`config.mk`:
```
export PLATFORM = sky130hd
export DESIGN_NAME = logic_gate_pipe
export DESIGN_NICKNAME = d
export VERILOG_FILES = /design/src/rtl/logic_gate_pipe.sv
export SDC_FILE = /design/constraint.sdc
export NUM_CORES = 1
export LEC_CHECK = 0
export CAP_MARGIN = 5
export CORE_ASPECT_RATIO = 1.2
export CORE_UTILIZATION = 40
export DETAILED_ROUTE_END_ITERATION = 7
export SETUP_SLACK_MARGIN = 0.02
export SYNTH_ARGS = -nofsm -noshare
export SYNTH_HDL_FRONTEND = slang
export SYNTH_SLANG_ARGS = --single-unit
```
`constraint.sdc`:
```
create_clock -name clk -period 2.07 [get_ports clk]
set_clock_uncertainty 0.05 [all_clocks]
set_input_delay 0.207 -clock clk [delete_from_list [all_inputs] [get_ports clk]]
set_output_delay 0.207 -clock clk [all_outputs]
set_load 0.05 [all_outputs]
```
`src/rtl/logic_gate_pipe.sv`:
```
// Bitwise gate unit with a 2-entry result FIFO and registered input backpressure.
// Optional macro GATE_REDUCE_EN adds y_red, a per-entry reduction of the head result.
module logic_gate_pipe #(
  parameter int WIDTH = 8,
  parameter int OP_W  = 3
) (
  input  logic             clk,
  input  logic             rst,
  input  logic             in_valid,
  output logic             in_ready,
  input  logic [WIDTH-1:0] a,
  input  logic [WIDTH-1:0] b,
  input  logic [OP_W-1:0]  op,
  output logic             out_valid,
  input  logic             out_ready,
  output logic [WIDTH-1:0] y,
  output logic             err
`ifdef GATE_REDUCE_EN
  ,
  output logic             y_red
`endif
);

  logic [1:0][WIDTH-1:0] y_mem_q;
`ifdef GATE_REDUCE_EN
  logic [1:0][OP_W-1:0]  op_mem_q;
`endif
  logic                  wr_ptr_q, rd_ptr_q;
  logic [1:0]            cnt_q, cnt_d;
  logic                  in_ready_q, err_q, err_d;
  logic                  push, pop, illegal;
  logic [WIDTH-1:0]      res_d;

  assign push    = in_valid && in_ready_q;
  assign pop     = (cnt_q != 2'd0) && out_ready;
  assign illegal = (op > OP_W'(5));

  always_comb begin
    res_d = '0;
    case (op)
      OP_W'(0): res_d = a & b;
      OP_W'(1): res_d = a | b;
      OP_W'(2): res_d = a ^ b;
      OP_W'(3): res_d = ~(a & b);
      OP_W'(4): res_d = ~(a | b);
      OP_W'(5): res_d = ~(a ^ b);
      default:  res_d = '0;
    endcase
  end

  always_comb begin
    cnt_d = cnt_q;
    if (push && !pop)      cnt_d = cnt_q + 2'd1;
    else if (!push && pop) cnt_d = cnt_q - 2'd1;
    err_d = err_q | (push & illegal);
  end

  // in_ready is registered from the next occupancy, so a pop never frees a slot in the same cycle.
  always_ff @(posedge clk or posedge rst) begin
    if (rst) begin
      y_mem_q    <= '0;
`ifdef GATE_REDUCE_EN
      op_mem_q   <= '0;
`endif
      wr_ptr_q   <= 1'b0;
      rd_ptr_q   <= 1'b0;
      cnt_q      <= 2'd0;
      in_ready_q <= 1'b0;
      err_q      <= 1'b0;
    end else begin
      if (push) begin
        y_mem_q[wr_ptr_q]  <= res_d;
`ifdef GATE_REDUCE_EN
        op_mem_q[wr_ptr_q] <= op;
`endif
        wr_ptr_q           <= ~wr_ptr_q;
      end
      if (pop) rd_ptr_q <= ~rd_ptr_q;
      cnt_q      <= cnt_d;
      in_ready_q <= (cnt_d < 2'd2);
      err_q      <= err_d;
    end
  end

  assign in_ready  = in_ready_q;
  assign out_valid = (cnt_q != 2'd0);
  assign y         = out_valid ? y_mem_q[rd_ptr_q] : '0;
  assign err       = err_q;

`ifdef GATE_REDUCE_EN
  always_comb begin
    y_red = 1'b0;
    if (out_valid) begin
      case (op_mem_q[rd_ptr_q])
        OP_W'(0), OP_W'(3): y_red = &y;
        OP_W'(1), OP_W'(4): y_red = |y;
        OP_W'(2), OP_W'(5): y_red = ^y;
        default:            y_red = 1'b0;
      endcase
    end
  end
`endif

endmodule

```
## Yosys cells after proc, flatten, opt, wreduce, memory -nomap -nowiden

Cells that the tools add are included.

- Input port bits: 23
- Bits in registers: 22
- Output and inout bits: 11
- Word-level logic and storage cells: 47

- Equality and inequality tests: 5
- Order comparisons: 5
- Multiplexer cells: 9
- Reductions and logical operators: 9
- $add $sub $neg: 2
- Bitwise operators: 10

Operators by type and width:

| kind | number |
|---|---|
| $pmux 8 s6 | 1 |
| $mux 8 | 4 |
| $not 8->8 | 3 |
| $bwmux 16 | 1 |
| $and 8x8->8 | 1 |
| $demux 8 s1 | 1 |
| $or 8x8->8 | 1 |
| $xor 8x8->8 | 1 |
| $eq 3x2->1 const B | 2 |
| $eq 3x3->1 const B | 2 |
| $logic_and 1x1->1 | 5 |
| $lt 1x2->1 const B | 2 |
| $mux 2 | 2 |
| $eq 3x1->1 const B | 1 |
| $gt 3x3->1 const B | 1 |
| $logic_not 3->1 | 1 |
| $add 2x1->2 const B | 1 |
| $logic_not 1->1 | 2 |
| $lt 2x2->1 const B | 1 |
| $not 1->1 | 2 |
| $reduce_bool 2->1 | 1 |
| $sub 2x1->2 const B | 1 |
| $and 1x1->1 | 1 |
| $ge 1x1->1 const B | 1 |
| $or 1x1->1 | 1 |

## Depth between registers and ports, before layout

- Depth after elaboration: 6
- Gate-level depth with buffers: 10
- Gate-level depth less buffers: 9

## Worst setup path before layout

OpenSTA, ideal clock, no wires.

- Path kind: register to register
- Start point: register cnt_q[0]
- End point: register cnt_q[1]
- Library setup time: 132 ps
- Buffers on the path: 1
- Period minus slack after synthesis: 2040 ps
- Slack: 30 ps
- Cell stages (with the launch flop): 10
- Arrival: 1858 ps
- Required time: 1888 ps
- Cells stage by stage: dfrtp_1 inv_1 ha_1 clkbuf_1 inv_1 nand2_1 inv_1 ha_1 nor3b_1 a221o_1

- Word-level cells in the longest chain between the ends: 5
- Elaborated cells on any way between the ends: 9
- Those cells by class: add/sub: 2; mux: 2; reduce/logical: 5

RTL lines:

| what | RTL line | source |
|---|---|---|
| start, declared | 29 | `logic [1:0] cnt_q, cnt_d;` |
| start signal, assigned | 79 | `cnt_q <= cnt_d;` |
| $reduce_bool 2->1 * | n/a |  |
| named net out_valid | 14 | `output logic out_valid,` |
| $logic_and 1x1->1 * | 35 | `assign pop = (cnt_q != 2'd0) && out_ready;` |
| named net pop | 31 | `logic push, pop, illegal;` |
| $logic_and 1x1->1 / $logic_not 1->1 (equally long branches) | 54, 53 |  |
| $mux 2 / $logic_and 1x1->1 (equally long branches) | 54, 53 |  |
| $mux 2 * | 53 | `if (push && !pop) cnt_d = cnt_q + 2'd1;` |
| named net cnt_d[1] | 29 |  |

The timed path passes the listed nets; every way through them passes the cells marked *.
A chain may end at the register's enable or synchronous reset.

## Final worst setup path

- Start point: register in_ready_q (netlist: in_ready)
- End point: output port in_ready

RTL lines:

| what | RTL line | source |
|---|---|---|
| start, declared | 30 | `logic in_ready_q, err_q, err_d;` |
| start signal, assigned | 80 | `in_ready_q <= (cnt_d < 2'd2);` |
| end, declared | 10 | `output logic in_ready,` |

No word-level cell between the ends.

==> results by group <==
Power
  – Comb power frac: 56.5%
  – Leakage power: 1.07 nW
  – Switching pwr: 0.00116 W
  – Int Pwr: 0.00134 W
  – Clock power share: 11.8%
  – Switching Fraction: 46.5%
  – Peak supply drop: 0.424 mV
  – Sequential power share: 31.6%
  – Pwr/cell area: 1150 nW/um^2

Setup path
  – Reg-to-reg slack, setup: 0.48 ns
  – FF-to-FF End: cnt_q[1]
  – Crit path required time: 1.81 ns
  – Setup CP Type: register to output port
  – Crit path max-delay cell type: clkdlybuf4s50_1
  – CP Buf/Inv Count: 1
  – R2R Path Start: cnt_q[0]
  – CP max FO: 4
  – CP peak stage delay: 0.83 ns
  – CP startpoint: in_ready
  – Worst setup SP type: register
  – CP cell instances: clkdlybuf4s50_1
  – CP endpoint kind: output port
  – R2r worst-path depth: 8
  – Arrival time worst endpoint: 1.49 ns
  – CP top delay family: buffers and inverters

Floorplan
  – Die W: 62.9 microns
  – Core area: 4260 sq um
  – Starting Density: 41.8%
  – Chip height: 75.1 microns
  – Rows: 26
  – I/O pins: 34
  – Die Area: 4720 sq um

Route
  – Iteration-0 DRC Markers: 30
  – WL/cell: 10.8 microns
  – Vias per cell: 4.82
  – WL met1: 1610 microns
  – DRC Markers: 0
  – Max Used Layer: met4
  – Detailed Routing Iterations Pass 1: 4
  – Via count: 1408
  – Met2 WL: 1450 microns
  – Routed wl met3: 53 microns
  – Remaining antenna violation count after routing: 0
  – Detailed-route wire length: 3150 microns

Placement
  – I/O Buffers: 33
  – GPL Wtd Cong: 0.727
  – Area after DPL: 2120 sq um
  – DP Worst Slack: 0.236 ns
  – DP HPWL: 2530 microns
  – Placed insts: 288

Layout
  – Synth-to-layout area growth: 22.4%
  – ANT cells: 0
  – Share of post-route cells with drive strength above 1: 13.1%
  – Nets@finish: 279
  – Non-Filler Instances: 292
  – Finished Cell Area: 2180 sq um

Synth
  – Sequential fraction of the synthesis area: 30.9%
  – Area contributors post-synth: dfrtp_1, ha_1, mux2i_1, inv_1, nor2_1
  – Synthesized area per cell: 8.77 sq um
  – Yosys reg bits: 22
  – Largest family of logic cells by synthesized area: compound AO/OA/AOI/OAI gates
  – Commonest register cell after synthesis: dfrtp_1
  – Post-synth top area cell: dfrtp_1
  – Complex-gate fraction of the synthesized area: 19.7%
  – Simple-Gate Fraction of Synth Area: 16.2%
  – Post-synthesis xor/xnor area fraction: 0.984%
  – Mapped Area: 1780 sq um
  – Synth warnings: 0
  – EDFF count, synth: 0
  – Top-area cell type share of the netlist area: 30.9%
  – Adder-cell share of the synthesized area: 13.4%
  – Mux contribution to synthesized area: 7.87%
  – Synthesized Nets: 245
  – Async set-or-reset flop fraction in the synthesized netlist: 100%
  – Most frequent cells after synthesis: inv_1, nor2_1, dfrtp_1
  – Synth cell types: 42
  – Cells after Synth: 203

Global routing
  – Vias in the first global route: 1294
  – Initial antenna violation count: 0
  – Largest net degree at the start of global routing: 39
  – Total grt overflow: 0
  – Total global routing track utilization: 14.8%
  – First-pass GRT wire length: 5680 microns

Timing
  – Final number of setup-violating endpoints: 0
  – Slew margin rel.: 65.5%
  – Worst hold-check slack: 0.231 ns
  – Worst slew pin tran: 0.518 ns
  – FMAX: 574 MHz
  – Final Worst Setup Slack: 0.328 ns
  – Final hold violation count: 0
  – Final Cycle Share: 84.2%
  – RSZ-0062 raised after global routing: no
  – Fin crit period: 1.74 ns
  – Fin Setup TNS: 0 ns
  – Slew Limit Fails: 0

Clock network
  – CTS buffer count: 3
  – CTS Sinks: 22
  – H-tree depth: 1
  – Skew-Pair Late Insertion Delay: 0.25 ns
  – Root Driver: clkbuf_8
  – Resized Gates After CTS: 0
  – Clock Path Buffers: 2
  – TritonCTS clock tree: built
  – Hold buffers post-CTS: 0
  – Clock Pin Slew Worst Setup and Hold Paths: 0.08 ns
  – Post-CTS setup buffer count: 0

Run status
  – Status: finished clean

Worst hold path
  – Hold Path Class: primary input to asynchronous set/reset pin

Run
  – Max-cap violations: 0
-- power groups by stage --
stage | Combinational, W | Clock, W | Sequential, W
final | 0.00141 | 0.000295 | 0.000790
after global routing | 0.00156 | 0.000319 | 0.000824
after CTS | 0.00143 | 0.000302 | 0.000789
after detailed placement | 0.00143 | 0 | 0.000800
after global placement | 0.00142 | 0 | 0.000796
after floorplan | 0.00107 | 0 | 0.000762
-- stage by stage --
step	total power [W]	util, %
after floorplan	0.00183	-
after global placement	0.00222	49.9
after detailed placement	0.00223	49.9
after CTS	0.00252	51.1
after global routing	0.00271	51.1
final	0.00250	51.1
-- logic make-up (layout without fill, tap and decap cells) --
logic type,Yosys count,after routing
fa+ha+maj,19,19
flops,22,22
xor+xnor,2,2
mux,14,14
simple gates,60,60
buf+inv,39,72
compound gates,47,47
-- metal layers --
layer	GRT usage [%]	up-vias
li1	-	751
met1	21.6	635
met2	23.7	20
met3	0.606	2
met4	4.65	0
met5	0	-
-- flip-flops by register name (all words and copies together) (netlist names) --
register and flops:
err 1, in_ready 1, y_mem_q 16, wr_ptr_q 1, cnt_q 2, rd_ptr_q 1
-- worst max-delay path by stage --
stage / endpoint / slack (ns) / cells past startpoint
finish: in_ready / 0.33 / 1
global route: y[0] / 0.25 / 3
CTS: in_ready / 0.32 / 1
detailed placement: y_mem_q[3] / 0.24 / 5
global placement: y_mem_q[3] / 0.28 / 5
floorplan: cnt_q[1] / 0.03 / 9
-- cells in the final DEF (no fill, tap or decap) --
cell type        synthesis  layout
dfrtp_1                 22      22
a211o_1                  2       2
buf_12                   0       1
nand2b_1                 6       6
o2111ai_1                2       2
a221oi_2                 5       5
nor2_4                   1       1
o31ai_2                  1       1
mux2i_1                 14      14
a31o_2                   1       1
a22o_1                   1       1
o21ai_0                  1       1
clkbuf_8                 0       4
a221o_1                  1       1
and3_1                   1       1
and2b_1                  1       1
nor2_2                   1       1
nand2_1                 11      11
a211oi_2                 1       1
nor3b_1                  1       1
nor2b_1                  1       1
clkdlybuf4s50_1          0      24
a2111o_1                 1       1
a21o_1                   1       1
xnor2_1                  1       1
o211ai_1                 2       2
nand3_1                  1       1
o21ai_1                  6       6
or2b_1                   3       3
inv_1                   30      30
buf_4                    1      13
nand4_2                  1       1
nor3_1                   1       1
o21ai_2                  1       1
xor2_1                   1       1
a21oi_1                 17      17
nor2_1                  30      30
a31oi_1                  4       4
nand2_2                  1       1
ha_1                    19      19
-- layout make-up --
cell class | count | area, sq um
fill | 429 | 2080
multi-input combinational | 142 | 1030
sequential | 22 | 551
timing repair buffer | 38 | 358
inverter | 30 | 113
tap | 56 | 70.1
clock buffer | 4 | 55.1
No activity file was read; power rests on OpenSTA's default activity.
